[src/rtl/data_buffer_ctrl.sv]
`default_nettype none
// ============================================================================
// Module      : data_buffer_ctrl
// Description : Two-requester round-robin owner of a data buffer; grants one
//               requester, strobes buffer start, then counts CYCLES beats.
// Revision    : 1.0 - initial release
// ============================================================================
module data_buffer_ctrl #(
  parameter int CYCLES = 8,
  parameter int SIZE   = 16
) (
  input  logic            clock,
  input  logic            reset_n,
  input  logic [1:0]      req,
  input  logic [SIZE-1:0] data0,
  input  logic [SIZE-1:0] data1,
  output logic            buf_start,
  output logic [SIZE-1:0] buf_data,
  output logic [1:0]      gnt,
  output logic            busy,
  output logic            done,
  output logic [7:0]      beat_cnt
);

  typedef enum logic [1:0] {
    S_IDLE    = 2'd0,
    S_START   = 2'd1,
    S_CAPTURE = 2'd2,
    S_DONE    = 2'd3
  } state_t;

  localparam logic [7:0] LAST_BEAT = 8'(CYCLES - 1);

  state_t      state_q;
  logic [1:0]  gnt_q;
  logic        buf_start_q;
  logic        done_q;
  logic [7:0]  beat_q;
  logic        fav_q;      // requester that wins when both request
  logic [1:0]  arb_gnt_d;

  always_comb begin
    arb_gnt_d = 2'b00;
    if (req == 2'b11) begin
      arb_gnt_d = fav_q ? 2'b10 : 2'b01;
    end else if (req[0]) begin
      arb_gnt_d = 2'b01;
    end else if (req[1]) begin
      arb_gnt_d = 2'b10;
    end
  end

  // In IDLE the grant is registered first; the following edge enters START,
  // so a granted-but-not-started cycle keeps req from being resampled.
  always_ff @(posedge clock) begin
    if (!reset_n) begin
      state_q     <= S_IDLE;
      gnt_q       <= 2'b00;
      buf_start_q <= 1'b0;
      done_q      <= 1'b0;
      beat_q      <= 8'd0;
      fav_q       <= 1'b0;
    end else begin
      buf_start_q <= 1'b0;
      done_q      <= 1'b0;
      case (state_q)
        S_IDLE: begin
          beat_q <= 8'd0;
          if (gnt_q != 2'b00) begin
            state_q     <= S_START;
            buf_start_q <= 1'b1;
          end else begin
            gnt_q <= arb_gnt_d;
          end
        end
        S_START: begin
          state_q <= S_CAPTURE;
          beat_q  <= 8'd1;
        end
        S_CAPTURE: begin
          if (beat_q == LAST_BEAT) begin
            state_q <= S_DONE;
            done_q  <= 1'b1;
            beat_q  <= 8'd0;
            fav_q   <= gnt_q[0];
          end else begin
            beat_q <= beat_q + 8'd1;
          end
        end
        S_DONE: begin
          state_q <= S_IDLE;
          gnt_q   <= 2'b00;
        end
        default: begin
          state_q <= S_IDLE;
          gnt_q   <= 2'b00;
        end
      endcase
    end
  end

  assign gnt       = gnt_q;
  assign busy      = |gnt_q;
  assign buf_start = buf_start_q;
  assign done      = done_q;
  assign beat_cnt  = beat_q;
  assign buf_data  = gnt_q[0] ? data0 : (gnt_q[1] ? data1 : '0);

endmodule
`default_nettype wire
[config.mk]
export PLATFORM = sky130hd
export DESIGN_NAME = data_buffer_ctrl
export DESIGN_NICKNAME = d
export VERILOG_FILES = /design/src/rtl/data_buffer_ctrl.sv
export SDC_FILE = /design/constraint.sdc
export NUM_CORES = 1
export LEC_CHECK = 0
export BUFFER_PORTS_ARGS = -buffer_cell sky130_fd_sc_hd__buf_2
export CAP_MARGIN = 0
export CORE_UTILIZATION = 38
export CTS_CLUSTER_SIZE = 14
export DETAILED_ROUTE_END_ITERATION = 12
export PLACE_DENSITY = 0.82
export SLEW_MARGIN = 20
export SYNTH_ARGS = -nofsm -noshare
export SYNTH_HDL_FRONTEND = slang
export SYNTH_SLANG_ARGS = --single-unit
export TNS_END_PERCENT = 100
[constraint.sdc]
create_clock -name clock -period 1.7 [get_ports clock]
set_input_delay 0.34 -clock clock [delete_from_list [all_inputs] [get_ports clock]]
set_output_delay 0.34 -clock clock [all_outputs]
set_load 0.005 [all_outputs]
=== Yosys cells after proc, flatten, opt, wreduce, memory -nomap -nowiden ===
Cells that the tools add are included.

* $add $sub $neg: 1
* Equality and inequality tests: 8
* Muxes and demuxes: 15
* Reduce and logical (&&, ||, !) cells: 10

{| class="wikitable"
|+ Operators with widths
! kind !! number
|-
| 16-bit two-way mux || 2
|-
| 8-bit case mux with 3 select lines || 1
|-
| 2-bit two-way mux || 7
|-
| 2-bit AND reduction || 5
|-
| 8-bit by 1-bit adder with 8-bit output (second input constant) || 1
|-
| 8-bit by 3-bit equality test with 1-bit output (second input constant) || 1
|-
| 8-bit two-way mux || 1
|-
| 2-bit case mux with 4 select lines || 1
|-
| 2-bit equality test (second input constant) || 3
|-
| 2-bit inequality test (second input constant) || 3
|-
| 2-bit case mux with 2 select lines || 1
|-
| 2-bit nonzero test || 2
|-
| 3-bit nonzero test || 1
|-
| 2-bit by 1-bit equality test with 1-bit output (second input constant) || 1
|-
| 2-bit zero test || 1
|-
| 1-bit two-way mux || 2
|-
| 2-bit OR reduction || 1
|}

* Input port bits: 36
* Flip-flop bits (word level): 15
* Logic and storage cells: 40
* Output and inout bits: 29

=== Longest topological paths before layout ===
* Word-level depth: 5
* Depth in mapped cells: 6
* Gate-level depth less buffers: 5

=== Worst setup path after synthesis ===
Ideal clock, no wire load.

* Path type: flip-flop to flip-flop
* From: register state_q[0]
* To: register state_q[0]
* Path buffers: 0
* Required time: 1612 ps
* Library setup time: 88 ps
* Path slack: 70 ps
* Stages on the path, launching flop included: 6
* Period minus slack after synthesis: 1630 ps
* Arrival: 1541 ps
* Path through: dfxtp_1 > inv_1 > ha_1 > or3b_4 > mux2_4 > a311oi_2

* Word-level cells in the longest chain between the ends: 3
* Elaborated cells between the ends (all ways): 8
* Classes of those cells: 5 x eq/ne; 1 x mux; 2 x reduce/logical

{| class="wikitable"
|+ Ends and longest elaborated chain
! element !! line !! source
|-
| from (decl) || 34 || <nowiki>state_t state_q;</nowiki>
|-
| from (signal assigned) || 57 || <nowiki>state_q <= S_IDLE;</nowiki>
|-
| from (signal assigned) || 70 || <nowiki>state_q <= S_START;</nowiki>
|-
| from (signal assigned) || 77 || <nowiki>state_q <= S_CAPTURE;</nowiki>
|-
| 2-bit equality test / 2-bit zero test (equally long branches) || 66 || <nowiki>case (state_q)</nowiki>
|-
| 2-bit inequality test (no line) || n/a ||
|-
| 2-bit AND reduction (no line) || n/a ||
|}

Several ways; a longest one is shown, not always the timed one.
A chain may end at the register's enable or synchronous reset.

=== Final worst setup path ===
* From: register state_q[1]
* To: register state_q[0]

Same word-level chain as after synthesis.

==> impl_results.html <==
<table>
<tr><th>Metric</th><th>Value</th></tr>
<tr><th colspan="2">Finish</th></tr>
<tr><td>Number of fillers in the final layout</td><td>around 230</td></tr>
<tr><td>Fin nets</td><td>229</td></tr>
<tr><td>Sequential cell area in the final layout</td><td>between 300 and 400 um^2</td></tr>
<tr><td>Number of cells in the finished layout apart from fillers</td><td>around 220</td></tr>
<tr><td>Area taken by multi-input logic gates</td><td>roughly 710 um^2</td></tr>
<tr><td># diodes</td><td>0</td></tr>
<tr><td>Signed area change from the synthesized netlist to the final layout</td><td>40.75%</td></tr>
<tr><td>Ratio of cells with drive above 1 in the final layout</td><td>49.19%</td></tr>
<tr><td>Final standard cell area without fillers</td><td>around 1500 um^2</td></tr>
<tr><th colspan="2">STA</th></tr>
<tr><td>Total count of max-transition violations in the final report</td><td>0</td></tr>
<tr><td>Slew at the pin closest to its max-slew limit</td><td>0.4390 ns</td></tr>
<tr><td>Fin crit period</td><td>1.678 ns</td></tr>
<tr><td>Fmax</td><td>about 600 MHz</td></tr>
<tr><td>Count of final hold-check violations</td><td>0</td></tr>
<tr><td>Max transition margin</td><td>a little over two thirds</td></tr>
<tr><td>Endpoints failing setup</td><td>0</td></tr>
<tr><td>Setup repair after global routing missed its margin</td><td>true</td></tr>
<tr><td>Worst clock skew</td><td>between 0.001 and 0.0015 ns</td></tr>
<tr><td>Final cycle utilization of the critical path</td><td>98.70%</td></tr>
<tr><td>Final total negative setup slack</td><td>0 ns</td></tr>
<tr><th colspan="2">Placement</th></tr>
<tr><td>Cell area after placement</td><td>roughly 1400 um^2</td></tr>
<tr><td>HPWL reported at the end of detailed placement</td><td>approximately 2300 um</td></tr>
<tr><td>GP Congestion</td><td>around 0.86</td></tr>
<tr><td>Count of input and output buffers</td><td>64</td></tr>
<tr><td>Post-placement cell count</td><td>~210</td></tr>
<tr><th colspan="2">Synthesis</th></tr>
<tr><td>Share of Yosys cell area claimed by the top area cell type</td><td>28.27%</td></tr>
<tr><td>Number of flip-flops and latches in the synthesized netlist</td><td>15</td></tr>
<tr><td>Number of enable flip-flop cells after synthesis</td><td>0</td></tr>
<tr><td>Number of cells produced by synthesis</td><td>between 100 and 150</td></tr>
<tr><td>Synth Warn #</td><td>0</td></tr>
<tr><td>Library cell occupying the most area in the post-synthesis netlist</td><td>sky130_fd_sc_hd__dfxtp_1</td></tr>
<tr><td>Share of synthesized registers carrying an async set or reset</td><td>0%</td></tr>
<tr><td>Post-Syn Area per Cell</td><td>9.237 um^2</td></tr>
<tr><td>Distinct cell type count after synthesis</td><td>a little over 40</td></tr>
<tr><td>Largest cells by area after synthesis</td><td>sky130_fd_sc_hd__dfxtp_1 (28%), sky130_fd_sc_hd__a22o_1 (13%), sky130_fd_sc_hd__ha_1 (8.2%), sky130_fd_sc_hd__nand4b_1 (3.3%), sky130_fd_sc_hd__nand4_1 (2.9%)</td></tr>
<tr><td>Synth top cells by count</td><td>sky130_fd_sc_hd__a22o_1 (16), sky130_fd_sc_hd__dfxtp_1 (15), sky130_fd_sc_hd__nand2_1 (8)</td></tr>
<tr><td>Fraction of the yosys area taken by sequential cells</td><td>between 20% and 30%</td></tr>
<tr><td>Synthesized netlist net count</td><td>roughly 160</td></tr>
<tr><td>Commonest register cell after synthesis</td><td>sky130_fd_sc_hd__dfxtp_1</td></tr>
<tr><td>Most used standard cell by instance count after synthesis</td><td>sky130_fd_sc_hd__a22o_1</td></tr>
<tr><td>Cell Area, Synth</td><td>around 1100 um^2</td></tr>
<tr><th colspan="2">Die</th></tr>
<tr><td>Die Span Y</td><td>about 55 um</td></tr>
<tr><td>Cell Rows</td><td>18</td></tr>
<tr><td>IO Count</td><td>65</td></tr>
<tr><td>DIE WIDTH</td><td>between 50 and 60 um</td></tr>
<tr><td>Die Area</td><td>between 3000 and 4000 um^2</td></tr>
<tr><td>Effective utilization at floorplan</td><td>about two fifths</td></tr>
<tr><td>Core region area</td><td>between 2000 and 3000 um^2</td></tr>
<tr><th colspan="2">Setup path</th></tr>
<tr><td>Critical path capture point type</td><td>flip-flop</td></tr>
<tr><td>R2r worst-path depth</td><td>5</td></tr>
<tr><td>Worst setup slack for register-to-register paths</td><td>approximately 0.022 ns</td></tr>
<tr><td>CP arrival</td><td>about 1.9 ns</td></tr>
<tr><td>Endpoint of the worst-slack reg-to-reg timing path</td><td>state_q[0]</td></tr>
<tr><td>Critical path type</td><td>flip-flop to flip-flop</td></tr>
<tr><td>Reg-to-reg critical path startpoint</td><td>state_q[1]</td></tr>
<tr><td>Required arrival time at the worst endpoint</td><td>1.91 ns</td></tr>
<tr><td>Crit-path max FO</td><td>4</td></tr>
<tr><td>Startpoint Class</td><td>flip-flop</td></tr>
<tr><td>Crit. Startpoint</td><td>state_q[1]</td></tr>
<tr><th colspan="2">Detailed routing</th></tr>
<tr><td>Count of TritonRoute iterations in the first routing pass</td><td>4</td></tr>
<tr><td>Starting DRC count in detailed routing</td><td>23</td></tr>
<tr><td>Detailed Route WL</td><td>about 2900 um</td></tr>
<tr><td>Remaining DRCs</td><td>0</td></tr>
<tr><td>DRT antenna net count</td><td>0</td></tr>
<tr><td>Detailed-route vias per instance</td><td>around 5.5</td></tr>
<tr><td>Detail-routed net length per standard cell</td><td>approximately 14 um</td></tr>
<tr><td>Via count</td><td>between 1000 and 1500</td></tr>
<tr><th colspan="2">Power</th></tr>
<tr><td>Power per unit of standard cell area</td><td>around 1000 nW/um^2</td></tr>
<tr><td>Leakage power summed over all cells</td><td>roughly 0.74 nW</td></tr>
<tr><td>Total design power</td><td>1.497 mW</td></tr>
<tr><td>Max IR drop VDD</td><td>roughly 0.0009 V</td></tr>
<tr><th colspan="2">Clocking</th></tr>
<tr><td>Worst skew pair latency</td><td>slightly below 0.3 ns</td></tr>
<tr><td>Worst-case clock buffer depth</td><td>2</td></tr>
<tr><td>CTS Buf Count</td><td>3</td></tr>
<tr><td>Number of buffers added for setup after CTS</td><td>0</td></tr>
<tr><td>Number of clock sinks</td><td>15</td></tr>
<tr><td>Clock-pin slew of the registers on the worst-case setup and hold paths</td><td>around 0.10 ns</td></tr>
<tr><td>Clock Tree Root</td><td>sky130_fd_sc_hd__clkbuf_4</td></tr>
<tr><td>CTS tree</td><td>built</td></tr>
<tr><td>Maximum level of the CTS H-tree</td><td>1</td></tr>
<tr><th colspan="2">Worst hold path</th></tr>
<tr><td>Worst hold path endpoint</td><td>gnt[0]</td></tr>
<tr><td>Min-Delay Startpoint</td><td>req[0]</td></tr>
<tr><td>Depth of the worst hold-timing path</td><td>3</td></tr>
<tr><td>HP Class</td><td>input port to flip-flop</td></tr>
<tr><th colspan="2">Global route</th></tr>
<tr><td>Global Route met1 Usage</td><td>21.25%</td></tr>
<tr><td>Most heavily used metal layer in global routing</td><td>met2</td></tr>
<tr><td>Global routing usage summed across all routing layers</td><td>19.86%</td></tr>
<tr><td>Number of global-route vias before repair</td><td>between 1000 and 1500</td></tr>
<tr><td>Global routing usage on met2</td><td>38.55%</td></tr>
<tr><td>Met3 global-route usage</td><td>under 10%</td></tr>
<tr><td>Wire length of the first global-routing pass</td><td>about 4300 um</td></tr>
<tr><td>Antenna violations before repair</td><td>0</td></tr>
<tr><td>GRT Residual Overflow</td><td>0</td></tr>
<tr><td>Largest net degree at the start of global routing</td><td>17</td></tr>
<tr><th colspan="2">Run status</th></tr>
<tr><td>Status</td><td>finished clean</td></tr>
<tr><th colspan="2">Flow run</th></tr>
<tr><td>Count of max-cap constraint violations</td><td>0</td></tr>
</table>
==> cell families after synthesis <==
group / synth area share [%]
DFF: 28.27
AOI/OAI and AO/OA: 29.45
and+or+nand+nor: 24.97
adders and majority gates: 8.245
buffers and inverters: 6.007
xor gates and xnor gates: 1.649
muxes: 1.413
==> critical path, stage by stage (launching register included) <==
cell,delay [ns]
sky130_fd_sc_hd__dfxtp_1,0.33
sky130_fd_sc_hd__inv_1,0.11
sky130_fd_sc_hd__ha_2,0.21
sky130_fd_sc_hd__or3b_4,0.41
sky130_fd_sc_hd__mux2_4,0.31
sky130_fd_sc_hd__a311oi_2,0.22
==> repair_timing <==
item / in CTS / in global routing
setup endpoints to repair: 0 / 20
gates resized for setup: 0 / 7
hold buffers: 0 / 0
==> power by group <==
part	internal [mW]	switching, mW	total (mW)
Sequential	0.400	0.0424	0.442
Clock	0.0875	0.126	0.214
Combinational	0.432	0.409	0.841
Total	0.920	0.577	1.50
==> registers in the layout (all words and copies together) (netlist names) <==
register	cells
state_q	2
gnt	2
beat_cnt	8
done	1
buf_start	1
fav_q	1
==> how the worst max path moves through the flow <==
stage          slack [ns]  cells after the start           end
2_1_floorplan        0.07                      5    state_q[0]
3_3_place_gp         0.11                      5    state_q[0]
3_5_place_dp         0.04                      6    state_q[0]
4_1_cts              0.02                      4  buf_data[10]
5_1_grt             -0.03                      5    state_q[0]
6_report             0.02                      5    state_q[0]
==> metrics by stage <==
stage          hold slack [ns]  util [%]  worst slack, ns
6_report                0.3225     58.24          0.02203
5_1_grt                 0.3495     58.24         -0.02945
4_1_cts                 0.3240     57.41          0.01782
3_5_place_dp            0.5016     56.34          0.04195
3_3_place_gp            0.4833     56.34           0.1140
2_1_floorplan           0.4564         -          0.07042
==> cells in the final DEF (no fill, tap or decap), types with 2 or more instances in the layout <==
cell / n
sky130_fd_sc_hd__xor2_1: 2
sky130_fd_sc_hd__a22o_1: 16
sky130_fd_sc_hd__ha_1: 5
sky130_fd_sc_hd__dfxtp_2: 3
sky130_fd_sc_hd__or3_1: 3
sky130_fd_sc_hd__nand2b_1: 2
sky130_fd_sc_hd__o21ai_1: 2
sky130_fd_sc_hd__o21ai_0: 3
sky130_fd_sc_hd__inv_1: 5
sky130_fd_sc_hd__nand4b_1: 4
sky130_fd_sc_hd__ha_2: 2
sky130_fd_sc_hd__a21oi_1: 6
sky130_fd_sc_hd__nand2_1: 8
sky130_fd_sc_hd__buf_4: 8
sky130_fd_sc_hd__nor3b_1: 2
sky130_fd_sc_hd__buf_2: 64
sky130_fd_sc_hd__o2111ai_1: 3
sky130_fd_sc_hd__dfxtp_1: 12
sky130_fd_sc_hd__nand4_1: 5
sky130_fd_sc_hd__clkbuf_4: 3
sky130_fd_sc_hd__a221oi_1: 3
sky130_fd_sc_hd__a211oi_1: 2
==> routing by layer <==
layer | up-vias | routed length (um) | share of wire [%]
met1 | 536 | 1175 | 40
met3 | 4 | 186 | 6.3
li1 | 589 | - | -
met4 | 0 | 29 | 0.99
met5 | - | 0 | 0
met2 | 45 | 1544 | 53
==> area by class of cell <==
cell class              count  share of cell area [%]
multi-input cells          87                   47.62
flip-flops and latches     15                   20.33
well taps                  30                   2.510
clock inverters             1                  0.3347
clock buffers               3                   1.506
repair buffers             73                   26.19
inverters                   6                   1.506
Note: power is estimated with default switching activity, not from simulation.
